[src/rtl/dmem_arbiter_pkg.sv]
// =====================================================================
// dmem_arb_pkg: shared types and default widths for the dmem arbiter.
// Rev 1.0
// =====================================================================
`default_nettype none

package dmem_arb_pkg;

  localparam int c_ADDR_W_DEF = 12;
  localparam int c_DATA_W_DEF = 32;

  typedef enum logic [0:0] {
    IDLE   = 1'b0,
    LOCK_L = 1'b1
  } arb_state_e;

  typedef enum logic [0:0] {
    OWN_P = 1'b0,
    OWN_L = 1'b1
  } owner_e;

endpackage

`default_nettype wire

[src/rtl/dmem_arbiter_if.sv]
// =====================================================================
// dmem_arbiter_if: requester handshakes plus the dmem-side bus.
// Rev 1.0
// =====================================================================
`default_nettype none

interface dmem_arbiter_if
  import dmem_arb_pkg::*;
#(
  parameter int ADDR_W = c_ADDR_W_DEF,
  parameter int DATA_W = c_DATA_W_DEF
);

  logic              p_req;
  logic              p_wren;
  logic [ADDR_W-1:0] p_addr;
  logic [DATA_W-1:0] p_wdata;
  logic              p_gnt;
  logic              p_rvalid;

  logic              l_req;
  logic              l_wren;
  logic              l_lock;
  logic [ADDR_W-1:0] l_addr;
  logic [DATA_W-1:0] l_wdata;
  logic              l_gnt;
  logic              l_rvalid;

  logic [DATA_W-1:0] rdata;
  logic [ADDR_W-1:0] address_dmem;
  logic [DATA_W-1:0] data;
  logic              wren;
  logic [DATA_W-1:0] q_dmem;

  modport slave (
    input  p_req, p_wren, p_addr, p_wdata,
    input  l_req, l_wren, l_lock, l_addr, l_wdata,
    input  q_dmem,
    output p_gnt, p_rvalid, l_gnt, l_rvalid,
    output rdata, address_dmem, data, wren
  );

  modport master (
    output p_req, p_wren, p_addr, p_wdata,
    output l_req, l_wren, l_lock, l_addr, l_wdata,
    output q_dmem,
    input  p_gnt, p_rvalid, l_gnt, l_rvalid,
    input  rdata, address_dmem, data, wren
  );

endinterface

`default_nettype wire

[src/rtl/dmem_arbiter_sat_counter.sv]
// =====================================================================
// sat_counter: up-counter saturating at LIMIT, clear has priority.
// Rev 1.0
// =====================================================================
`default_nettype none

module sat_counter #(
  parameter int WIDTH = 4,
  parameter int LIMIT = 15
) (
  input  logic             clock,
  input  logic             reset,
  input  logic             inc_i,
  input  logic             clr_i,
  output logic [WIDTH-1:0] count_o,
  output logic             at_limit_o
);

  localparam logic [WIDTH-1:0] c_LIMIT = WIDTH'(LIMIT);

  logic [WIDTH-1:0] count_q, count_d;

  always_comb begin
    count_d = count_q;
    if (clr_i) begin
      count_d = '0;
    end else if (inc_i && (count_q != c_LIMIT)) begin
      count_d = count_q + 1'b1;
    end
  end

  always_ff @(posedge clock) begin
    if (reset) begin
      count_q <= '0;
    end else begin
      count_q <= count_d;
    end
  end

  assign count_o    = count_q;
  assign at_limit_o = (count_q == c_LIMIT);

endmodule

`default_nettype wire

[src/rtl/dmem_arbiter.sv]
// =====================================================================
// dmem_arbiter: processor/loader arbiter for single-port dmem, locked
// loader bursts. DMEM_ARB_RR_EN selects round robin over fixed priority.
// =====================================================================
`default_nettype none

module dmem_arbiter
  import dmem_arb_pkg::*;
#(
  parameter int ADDR_W    = c_ADDR_W_DEF,
  parameter int DATA_W    = c_DATA_W_DEF,
  parameter int MAX_WAIT  = 4,
  parameter int MAX_BURST = 16
) (
  input  logic          clock,
  input  logic          reset,
  dmem_arbiter_if.slave bus
);

  localparam int                   c_BURST_W    = $clog2(MAX_BURST + 1);
  localparam logic [c_BURST_W-1:0] c_BURST_LAST = c_BURST_W'(MAX_BURST - 1);

  arb_state_e        state_q, state_d;
  logic              prefer_p_q, prefer_p_d;
  logic              rd_valid_q, rd_valid_d;
  owner_e            owner_q, owner_d;
  logic [ADDR_W-1:0] addr_q, addr_d;
  logic [DATA_W-1:0] data_q, data_d;
  logic              wren_mux;
  logic              grant_p, grant_l;

  logic                 burst_inc, burst_clr, burst_at_limit;
  logic [c_BURST_W-1:0] burst_cnt;

  sat_counter #(.WIDTH(c_BURST_W), .LIMIT(MAX_BURST)) u_burst_cnt (
    .clock      (clock),
    .reset      (reset),
    .inc_i      (burst_inc),
    .clr_i      (burst_clr),
    .count_o    (burst_cnt),
    .at_limit_o (burst_at_limit)
  );

`ifdef DMEM_ARB_RR_EN
  owner_e last_winner_q, last_winner_d;

  always_comb begin
    last_winner_d = last_winner_q;
    if (grant_l) begin
      last_winner_d = OWN_L;
    end else if (grant_p) begin
      last_winner_d = OWN_P;
    end
  end

  // Resetting to loader hands the first conflict to the processor.
  always_ff @(posedge clock) begin
    if (reset) begin
      last_winner_q <= OWN_L;
    end else begin
      last_winner_q <= last_winner_d;
    end
  end
`else
  localparam int c_WAIT_W = $clog2(MAX_WAIT + 1);

  logic                wait_at_limit;
  logic [c_WAIT_W-1:0] unused_wait_cnt;

  sat_counter #(.WIDTH(c_WAIT_W), .LIMIT(MAX_WAIT)) u_wait_cnt (
    .clock      (clock),
    .reset      (reset),
    .inc_i      (bus.l_req & ~grant_l),
    .clr_i      (grant_l),
    .count_o    (unused_wait_cnt),
    .at_limit_o (wait_at_limit)
  );
`endif

  always_comb begin
    state_d    = state_q;
    prefer_p_d = 1'b0;
    grant_p    = 1'b0;
    grant_l    = 1'b0;
    burst_inc  = 1'b0;
    burst_clr  = 1'b0;
    unique case (state_q)
      IDLE: begin
        if (bus.p_req && bus.l_req) begin
          if (prefer_p_q) begin
            grant_p = 1'b1;
`ifdef DMEM_ARB_RR_EN
          end else if (last_winner_q == OWN_L) begin
            grant_p = 1'b1;
          end else begin
            grant_l = 1'b1;
          end
`else
          end else if (wait_at_limit) begin
            grant_l = 1'b1;
          end else begin
            grant_p = 1'b1;
          end
`endif
        end else begin
          grant_p = bus.p_req;
          grant_l = bus.l_req;
        end
        if (grant_l && bus.l_lock && (MAX_BURST > 1)) begin
          state_d   = LOCK_L;
          burst_inc = 1'b1;
        end else begin
          burst_clr = 1'b1;
        end
      end
      LOCK_L: begin
        // The at-limit guard is unreachable: the last beat always exits.
        grant_l   = bus.l_req && !burst_at_limit;
        burst_inc = grant_l;
        if (!grant_l || !bus.l_lock || (burst_cnt == c_BURST_LAST)) begin
          state_d    = IDLE;
          prefer_p_d = 1'b1;
          burst_clr  = 1'b1;
        end
      end
      default: state_d = IDLE;
    endcase
    if (reset) begin
      grant_p = 1'b0;
      grant_l = 1'b0;
    end
  end

  // Hold registers track the mux so an ungranted cycle replays the last beat.
  always_comb begin
    addr_d   = addr_q;
    data_d   = data_q;
    wren_mux = 1'b0;
    if (grant_p) begin
      addr_d   = bus.p_addr;
      data_d   = bus.p_wdata;
      wren_mux = bus.p_wren;
    end else if (grant_l) begin
      addr_d   = bus.l_addr;
      data_d   = bus.l_wdata;
      wren_mux = bus.l_wren;
    end
  end

  always_comb begin
    rd_valid_d = (grant_p & ~bus.p_wren) | (grant_l & ~bus.l_wren);
    owner_d    = owner_q;
    if (rd_valid_d) begin
      owner_d = grant_l ? OWN_L : OWN_P;
    end
  end

  always_ff @(posedge clock) begin
    if (reset) begin
      state_q    <= IDLE;
      prefer_p_q <= 1'b0;
      rd_valid_q <= 1'b0;
      owner_q    <= OWN_P;
      addr_q     <= '0;
      data_q     <= '0;
    end else begin
      state_q    <= state_d;
      prefer_p_q <= prefer_p_d;
      rd_valid_q <= rd_valid_d;
      owner_q    <= owner_d;
      addr_q     <= addr_d;
      data_q     <= data_d;
    end
  end

  assign bus.p_gnt        = grant_p;
  assign bus.l_gnt        = grant_l;
  assign bus.address_dmem = addr_d;
  assign bus.data         = data_d;
  assign bus.wren         = wren_mux;
  assign bus.rdata        = bus.q_dmem;
  assign bus.p_rvalid     = rd_valid_q & (owner_q == OWN_P) & ~reset;
  assign bus.l_rvalid     = rd_valid_q & (owner_q == OWN_L) & ~reset;

endmodule

`default_nettype wire

[src/flat_wrapper.sv]
// flat-port wrapper written by rule: the top's interface ports become plain ports
module dmem_arbiter_flat import dmem_arb_pkg::*;
#(
  parameter int ADDR_W    = c_ADDR_W_DEF,
  parameter int DATA_W    = c_DATA_W_DEF,
  parameter int MAX_WAIT  = 4,
  parameter int MAX_BURST = 16
)
  (clock, reset, bus_p_req, bus_p_wren, bus_p_addr, bus_p_wdata, bus_l_req, bus_l_wren, bus_l_lock, bus_l_addr, bus_l_wdata, bus_q_dmem, bus_p_gnt, bus_p_rvalid, bus_l_gnt, bus_l_rvalid, bus_rdata, bus_address_dmem, bus_data, bus_wren);
  dmem_arbiter_if #(.ADDR_W(ADDR_W), .DATA_W(DATA_W)) bus_i ();
  input  logic clock;
  input  logic reset;
  input wire logic [$bits(bus_i.p_req)-1:0] bus_p_req;
  input wire logic [$bits(bus_i.p_wren)-1:0] bus_p_wren;
  input wire logic [$bits(bus_i.p_addr)-1:0] bus_p_addr;
  input wire logic [$bits(bus_i.p_wdata)-1:0] bus_p_wdata;
  input wire logic [$bits(bus_i.l_req)-1:0] bus_l_req;
  input wire logic [$bits(bus_i.l_wren)-1:0] bus_l_wren;
  input wire logic [$bits(bus_i.l_lock)-1:0] bus_l_lock;
  input wire logic [$bits(bus_i.l_addr)-1:0] bus_l_addr;
  input wire logic [$bits(bus_i.l_wdata)-1:0] bus_l_wdata;
  input wire logic [$bits(bus_i.q_dmem)-1:0] bus_q_dmem;
  output wire logic [$bits(bus_i.p_gnt)-1:0] bus_p_gnt;
  output wire logic [$bits(bus_i.p_rvalid)-1:0] bus_p_rvalid;
  output wire logic [$bits(bus_i.l_gnt)-1:0] bus_l_gnt;
  output wire logic [$bits(bus_i.l_rvalid)-1:0] bus_l_rvalid;
  output wire logic [$bits(bus_i.rdata)-1:0] bus_rdata;
  output wire logic [$bits(bus_i.address_dmem)-1:0] bus_address_dmem;
  output wire logic [$bits(bus_i.data)-1:0] bus_data;
  output wire logic [$bits(bus_i.wren)-1:0] bus_wren;
  assign bus_i.p_req = bus_p_req;
  assign bus_i.p_wren = bus_p_wren;
  assign bus_i.p_addr = bus_p_addr;
  assign bus_i.p_wdata = bus_p_wdata;
  assign bus_i.l_req = bus_l_req;
  assign bus_i.l_wren = bus_l_wren;
  assign bus_i.l_lock = bus_l_lock;
  assign bus_i.l_addr = bus_l_addr;
  assign bus_i.l_wdata = bus_l_wdata;
  assign bus_i.q_dmem = bus_q_dmem;
  assign bus_p_gnt = bus_i.p_gnt;
  assign bus_p_rvalid = bus_i.p_rvalid;
  assign bus_l_gnt = bus_i.l_gnt;
  assign bus_l_rvalid = bus_i.l_rvalid;
  assign bus_rdata = bus_i.rdata;
  assign bus_address_dmem = bus_i.address_dmem;
  assign bus_data = bus_i.data;
  assign bus_wren = bus_i.wren;
  dmem_arbiter #(.ADDR_W(ADDR_W), .DATA_W(DATA_W), .MAX_WAIT(MAX_WAIT), .MAX_BURST(MAX_BURST)) u_core (.clock(clock), .reset(reset), .bus(bus_i));
endmodule
[config.mk]
export PLATFORM = sky130hd
export DESIGN_NAME = dmem_arbiter_flat
export DESIGN_NICKNAME = d
export VERILOG_FILES = /design/src/rtl/dmem_arbiter_pkg.sv /design/src/rtl/dmem_arbiter_if.sv /design/src/rtl/dmem_arbiter_sat_counter.sv /design/src/rtl/dmem_arbiter.sv /design/src/flat_wrapper.sv
export SDC_FILE = /design/constraint.sdc
export NUM_CORES = 1
export LEC_CHECK = 0
export BUFFER_PORTS_ARGS = -buffer_cell sky130_fd_sc_hd__buf_2
export CAP_MARGIN = 20
export CORE_UTILIZATION = 41
export DETAILED_ROUTE_END_ITERATION = 16
export PLACE_DENSITY = 0.78
export SYNTH_ARGS = -nofsm -noshare
export SYNTH_HDL_FRONTEND = slang
export SYNTH_HIERARCHICAL = 1
export SYNTH_SLANG_ARGS = --single-unit
[constraint.sdc]
create_clock -name clock -period 2.3 [get_ports clock]
set_clock_uncertainty 0.1 [all_clocks]
set_input_delay 0 -clock clock [delete_from_list [all_inputs] [get_ports clock]]
set_output_delay 0 -clock clock [all_outputs]
set_load 0.05 [all_outputs]
==> metrics.yaml, run 1 <==
diodes: 0
grt_overflow_total: 0
max_stage_delay_ns: 0.35
setup_violations: 25
clockBufferDepth: 2
yosys_register_bits: 56
crit_buf_inv: 4
drive_above_1_share_pct: 41.7
antenna_found_initial: 0
io_buffer_count: 143
path_delay_family: "buffers and inverters"
final-seq-area_mm2: 0.00113
synthesis.area_mm2: 0.00367
postLayoutCellArea_mm2: 0.00649
vias: 4469
min-delay-start: "bus_l_lock"
grt_pass1_wl_um: 22200
viasPerCell: 5.57
dr.pass1.iters: 5
postSynthCellCount: 457
power.switching_mw: 1.32
max_freq_mhz: 409
die_y_um: 96.6
die_width_um: 96.6
crit_path_end_kind: "output pin"
synthDominantCellAreaShare_pct: 30.5
cts_sinks: 56
crit_path_cell_trace: "inv_2, ha_4, and2_4, nor2b_4, o211a_4, buf_6, buf_12, mux2i_1, a21oi_1, buf_4"
r2r-end: "u_core/u_wait_cnt/count_o[0]"
fin_ws_ns: -0.142
grt_max_degree: 46
critPathArrivalTime_ns: 2.34
hold_violations: 0
synth_seq_area_share_pct: 30.5
power_density_mw_per_mm2: 510
crit_fanout: 8
final_cell_mix: "123 x dlygate4sd3_1, 98 x buf_2, 91 x nand2_1, 52 x dfxtp_1, 42 x a311oi_1"
dieArea_mm2: 0.00934
clockPowerShare_pct: 20.8
fp-row-count: 34
drv_cap: 0
final_core_util_pct: 74.7
timing.slew.headroom_pct: 63.0
power.leakage_nw: 2.59
rr_startpoint: "u_core/u_wait_cnt/count_o[1]"
p_seq_share_pct: 32.8
worstMarginPinSlew_ns: 0.553
fin_crit_ns: 2.44
multi_input_area_mm2: 0.00253
cts_buffers: 5
routed_wl_um: 14600
io_pins: 208
ys_warn_count: 6
core_mm2: 0.00868
combinationalPowerShare_pct: 46.4
layout.nets: 825
intPower_mw: 1.99
final_cells: 803
nFillCells: 548
clk_pin_slew_ns: 0.12
h-tree-depth: 2
syn_area_per_cell_um2: 8.04
crit_path_start_kind: "flop"
whs_ns: 0.0539
required_ns: 2.20
syn2layout_area_growth_pct: 76.6
crit_type: "flop to output pin"
dp_cells: 651
peakVddDrop_uv: 307
status: "finished, violations left"
r2r_slack_ns: 0.02
slew_viol_final: 0
switching_share_pct: 39.8
rsz0062_at_grt: "yes"
track_usage_pct: 29.1
r2r_cells: 10
hold-path-cell-count: 4
dp_slack_ns: 0.107
drc: 0
gp_congestion: 0.815
cts_tree: "yes"
final_common_cell: "dlygate4sd3_1"
slowest_stage: "dfxtp_2"
hpwlAfterDp_um: 6770
insertion_delay_ns: 0.33
synth.distinct_cells: 41
syn_nets: 588
initial_core_util_pct: 42.3
yosys-top-cells-area: "dfxtp_1 31%, mux2i_1 12%, a311oi_1 10%"
worst_hold_path.endpoint: "u_core/prefer_p_q"
failed_checks: "setup timing"
yosys.area.top_type: "dfxtp_1"
wire_per_inst_um: 18.1
place_area_mm2: 0.00443
antenna_left: 0
startpoint: "u_core/u_wait_cnt/count_o[1]"
cts-root-buf: "clkbuf_8"
min_period_over_period_pct: 106
hp-class: "primary input to flop"
grt_pass1_vias: 4800
drt_iter0_markers: 223
power groups by stage:
stage	combinational [mW]	clock (mW)	sequential (mW)
final	1.54	0.687	1.09
after global routing	1.60	0.734	1.10
after CTS	1.44	0.700	1.08
after detailed placement	1.00	0	1.10
after global placement	0.985	0	1.09
after floorplan	0.909	0	1.09
logic make-up after synthesis:
logic type / Yosys count / share of synthesized area (%)
AND/OR/NAND/NOR: 165 / 19.9
AO/OA/AOI/OAI: 106 / 20.8
buffers and inverters: 77 / 14.1
flip-flops: 56 / 30.5
multiplexers: 46 / 12.6
adder cells (fa/ha/maj): 4 / 1.36
XOR/XNOR: 3 / 0.716
synthesized netlist by cell type:
library cell  number
a211o_1            1
a211oi_1           1
a21boi_2           3
a21o_1             2
a21oi_1           49
a22o_1             1
a311oi_1          42
a311oi_2           2
and2_1             1
and3b_1            1
and4b_1            2
buf_12             2
buf_2             16
buf_4             36
buf_6              4
buf_8              1
clkbuf_1           9
dfxtp_1           56
ha_1               4
inv_1              8
inv_2              1
mux2_1             2
mux2i_1           44
nand2_1           92
nand2b_1           2
nand2b_4           1
nand3_1            2
nand4_1            2
nand4bb_4          1
nor2_1            49
nor2b_1            3
nor2b_2            1
nor3_1             2
nor3_2             1
nor3b_1            4
nor4_2             1
o211a_1            2
o211ai_2           1
o21ai_1            1
o21ai_2            1
xor2_1             3
worst reg2reg max path: cells and delay by family, from the launching register on:
family	cells	cell delay, ns
AO/OA/AOI/OAI	2	0.51
buffers and inverters	3	0.33
multiplexers	1	0.31
AND/OR/NAND/NOR	3	0.42
flip-flops	1	0.35
adder cells (fa/ha/maj)	1	0.15
through the flow:
| step | TNS, ns | power [mW] |
|---|---|---|
| 2_1_floorplan | -1.49 | 2.00 |
| 3_3_place_gp | 0 | 2.08 |
| 3_5_place_dp | 0 | 2.10 |
| 4_1_cts | -0.536 | 3.22 |
| 5_1_grt | -3.83 | 3.43 |
| 6_report | -1.39 | 3.31 |
state kept, by name, summed over array words and instances (netlist names):
register / cells
u_core/prefer_p_q: 1
u_core/u_burst_cnt/count_o: 5
u_core/addr_q: 12
u_core/rd_valid_q: 1
u_core/state_q: 1
u_core/u_wait_cnt/count_o: 3
u_core/data_q: 32
u_core/owner_q: 1
worst max-delay path by stage:
stage | endpoint | slack (ns) | cells after the start
after floorplan | bus_data[17] | -0.12 | 9
after global placement | bus_address_dmem[1] | 0.19 | 10
after detailed placement | bus_address_dmem[0] | 0.11 | 10
after CTS | bus_data[6] | -0.07 | 11
after global routing | bus_data[22] | -0.22 | 10
final | bus_data[22] | -0.14 | 10
metal layers:
metal  part of all wire (%)  track usage, %
met2                     53            55.7
met5                      0               0
met4                    4.2            16.0
met3                    6.8            5.27
met1                     35            29.4
cell type report:
class	count	share of cell area, %
tap	108	2.08
clock buffer	6	1.12
sequential	56	17.4
inverter	9	0.559
timing repair buffer	298	39.3
clock inverter	2	0.598
multi-input combinational	324	39.0
what timing repair did:
| item | in CTS | in global routing |
|---|---|---|
| gates cloned | 3 | 0 |
| gates resized for setup | 103 | 51 |
| endpoints found under the hold margin | 78 | 0 |
| endpoints found under the setup margin | 46 | 48 |
| buffers inserted | 19 | 2 |
| hold buffers | 123 | 0 |
| pin swaps | 22 | 14 |
(Power assumes the default switching activity.)
==> inputs of run 2 (changes only) <==
ABC_CLOCK_PERIOD_IN_PS = 2300   (was default)
BUFFER_PORTS_ARGS = default   (was -buffer_cell sky130_fd_sc_hd__buf_2)
CORE_UTILIZATION = 53   (was 41)
DONT_BUFFER_PORTS = 1   (was default)
PLACE_DENSITY = 0.71   (was 0.78)
==> run 2 against run 1 <==
Effect of this change: the flow now stops in 4_1_cts; area after synthesis is the same; synthesized cell count stayed put.
==> metrics.yaml, run 2 <==
hpwlAfterDp_um: 7110
post_cts_buffers: 8
synthArstFlopShare_pct: 0
postSynthCellCount: 457
synth_seq_area_share_pct: 30.5
ys_warn_count: 6
syn_area_per_cell_um2: 8.04
io_buffer_count: 0
syn_nets: 588
yosys_register_bits: 56
synth-edff-count: 0
cts_sinks: 56
gp_congestion: 0.790
haltStage: "4_1_cts"
synthDominantCellAreaShare_pct: 30.5
tool.error: "[ERROR RSZ-0060] Max buffer count reached."
synth_most_common_cell: "nand2_1"
yosys-top-cells-area: "dfxtp_1 31%, mux2i_1 12%, a311oi_1 10%"
synthTopCellsByCount: "92 x nand2_1, 56 x dfxtp_1, 49 x a21oi_1, 49 x nor2_1, 44 x mux2i_1"
die_y_um: 85.2
dp_slack_ns: 0.0544
cts_buffers: 5
io_pins: 208
status: "did not finish"
cts-root-buf: "clkbuf_8"
ctsResizeCount: 67
ctsHoldBuffers: 110
fp-row-count: 29
h-tree-depth: 2
synth.distinct_cells: 41
clockBufferDepth: 2
yosys.area.top_type: "dfxtp_1"
initial_core_util_pct: 56.2
synth_ff_type: "dfxtp_1"
die_width_um: 85.2
synthesis.area_mm2: 0.00367
==> run 2: cell counts after synthesis <==
No cell type changed its count.
==> run 2: logic make-up after synthesis <==
family / after synthesis / share of synthesized area [%]
xor+xnor: 3 / 0.716
buf+inv: 77 / 14.1
simple gates: 165 / 19.9
mux: 46 / 12.6
flops: 56 / 30.5
compound gates: 106 / 20.8
fa+ha+maj: 4 / 1.36
==> run 2: stage by stage <==
stage | utilization (%) | TNS [ns] | hold slack, ns | area, µm² | std cells
after detailed placement | 68.6 | 0 | -0.0996 | 4480 | 527
after global placement | 68.6 | 0 | -0.0996 | 4480 | 527
after floorplan | - | -1.49 | -0.0291 | 3890 | 457
==> inputs of run 3 (changes only) <==
ABC_CLOCK_PERIOD_IN_PS = 3000   (was 2300)
CORE_UTILIZATION = 38   (was 53)
PLACE_DENSITY = default   (was 0.71)
PLACE_DENSITY_LB_ADDON = 0.15   (was default)
clock period = 3 ns   (was 2.3 ns; I/O delays follow)
==> run 3 against run 2 <==
Effect of this change: the run again fails in 4_1_cts; synthesized cell count unchanged; area after synthesis is the same.
==> metrics.yaml, run 3 <==
status: "did not finish"
haltStage: "4_1_cts"
tool.error: "[ERROR RSZ-0060] Max buffer count reached."
postSynthCellCount: 457
clockBufferDepth: 2
die_width_um: 100
yosys-top-cells-area: "dfxtp_1 31%, mux2i_1 12%, a311oi_1 10%"
dp_cells: 575
syn_nets: 588
syn_area_per_cell_um2: 8.04
synthDominantCellAreaShare_pct: 30.5
cts-root-buf: "clkbuf_8"
synthesis.area_mm2: 0.00367
synthArstFlopShare_pct: 0
hpwlAfterDp_um: 6180
fp-row-count: 35
io_pins: 208
ctsResizeCount: 0
synth_seq_area_share_pct: 30.5
synth.distinct_cells: 41
gp_congestion: 0.741
synth_ff_type: "dfxtp_1"
cts_buffers: 5
cts_sinks: 56
synth-edff-count: 0
yosys_register_bits: 56
synth_most_common_cell: "nand2_1"
h-tree-depth: 2
ctsHoldBuffers: 117
synthTopCellsByCount: "92 x nand2_1, 56 x dfxtp_1, 49 x a21oi_1, 49 x nor2_1, 44 x mux2i_1"
io_buffer_count: 0
dp_slack_ns: 0.563
place_area_mm2: 0.00384
ys_warn_count: 6
post_cts_buffers: 0
yosys.area.top_type: "dfxtp_1"
die_y_um: 100
initial_core_util_pct: 39.6
run 3: cell families after synthesis:
logic type	synth area share, %
mux	12.6
simple gates	19.9
flops	30.5
buf+inv	14.1
compound gates	20.8
fa+ha+maj	1.36
xor+xnor	0.716
run 3: per-stage QoR:
| stage | hold WS (ns) | utilization (%) |
|---|---|---|
| after detailed placement | -0.0997 | 41.4 |
| after floorplan | -0.0291 | - |
| after global placement | -0.0997 | 41.4 |
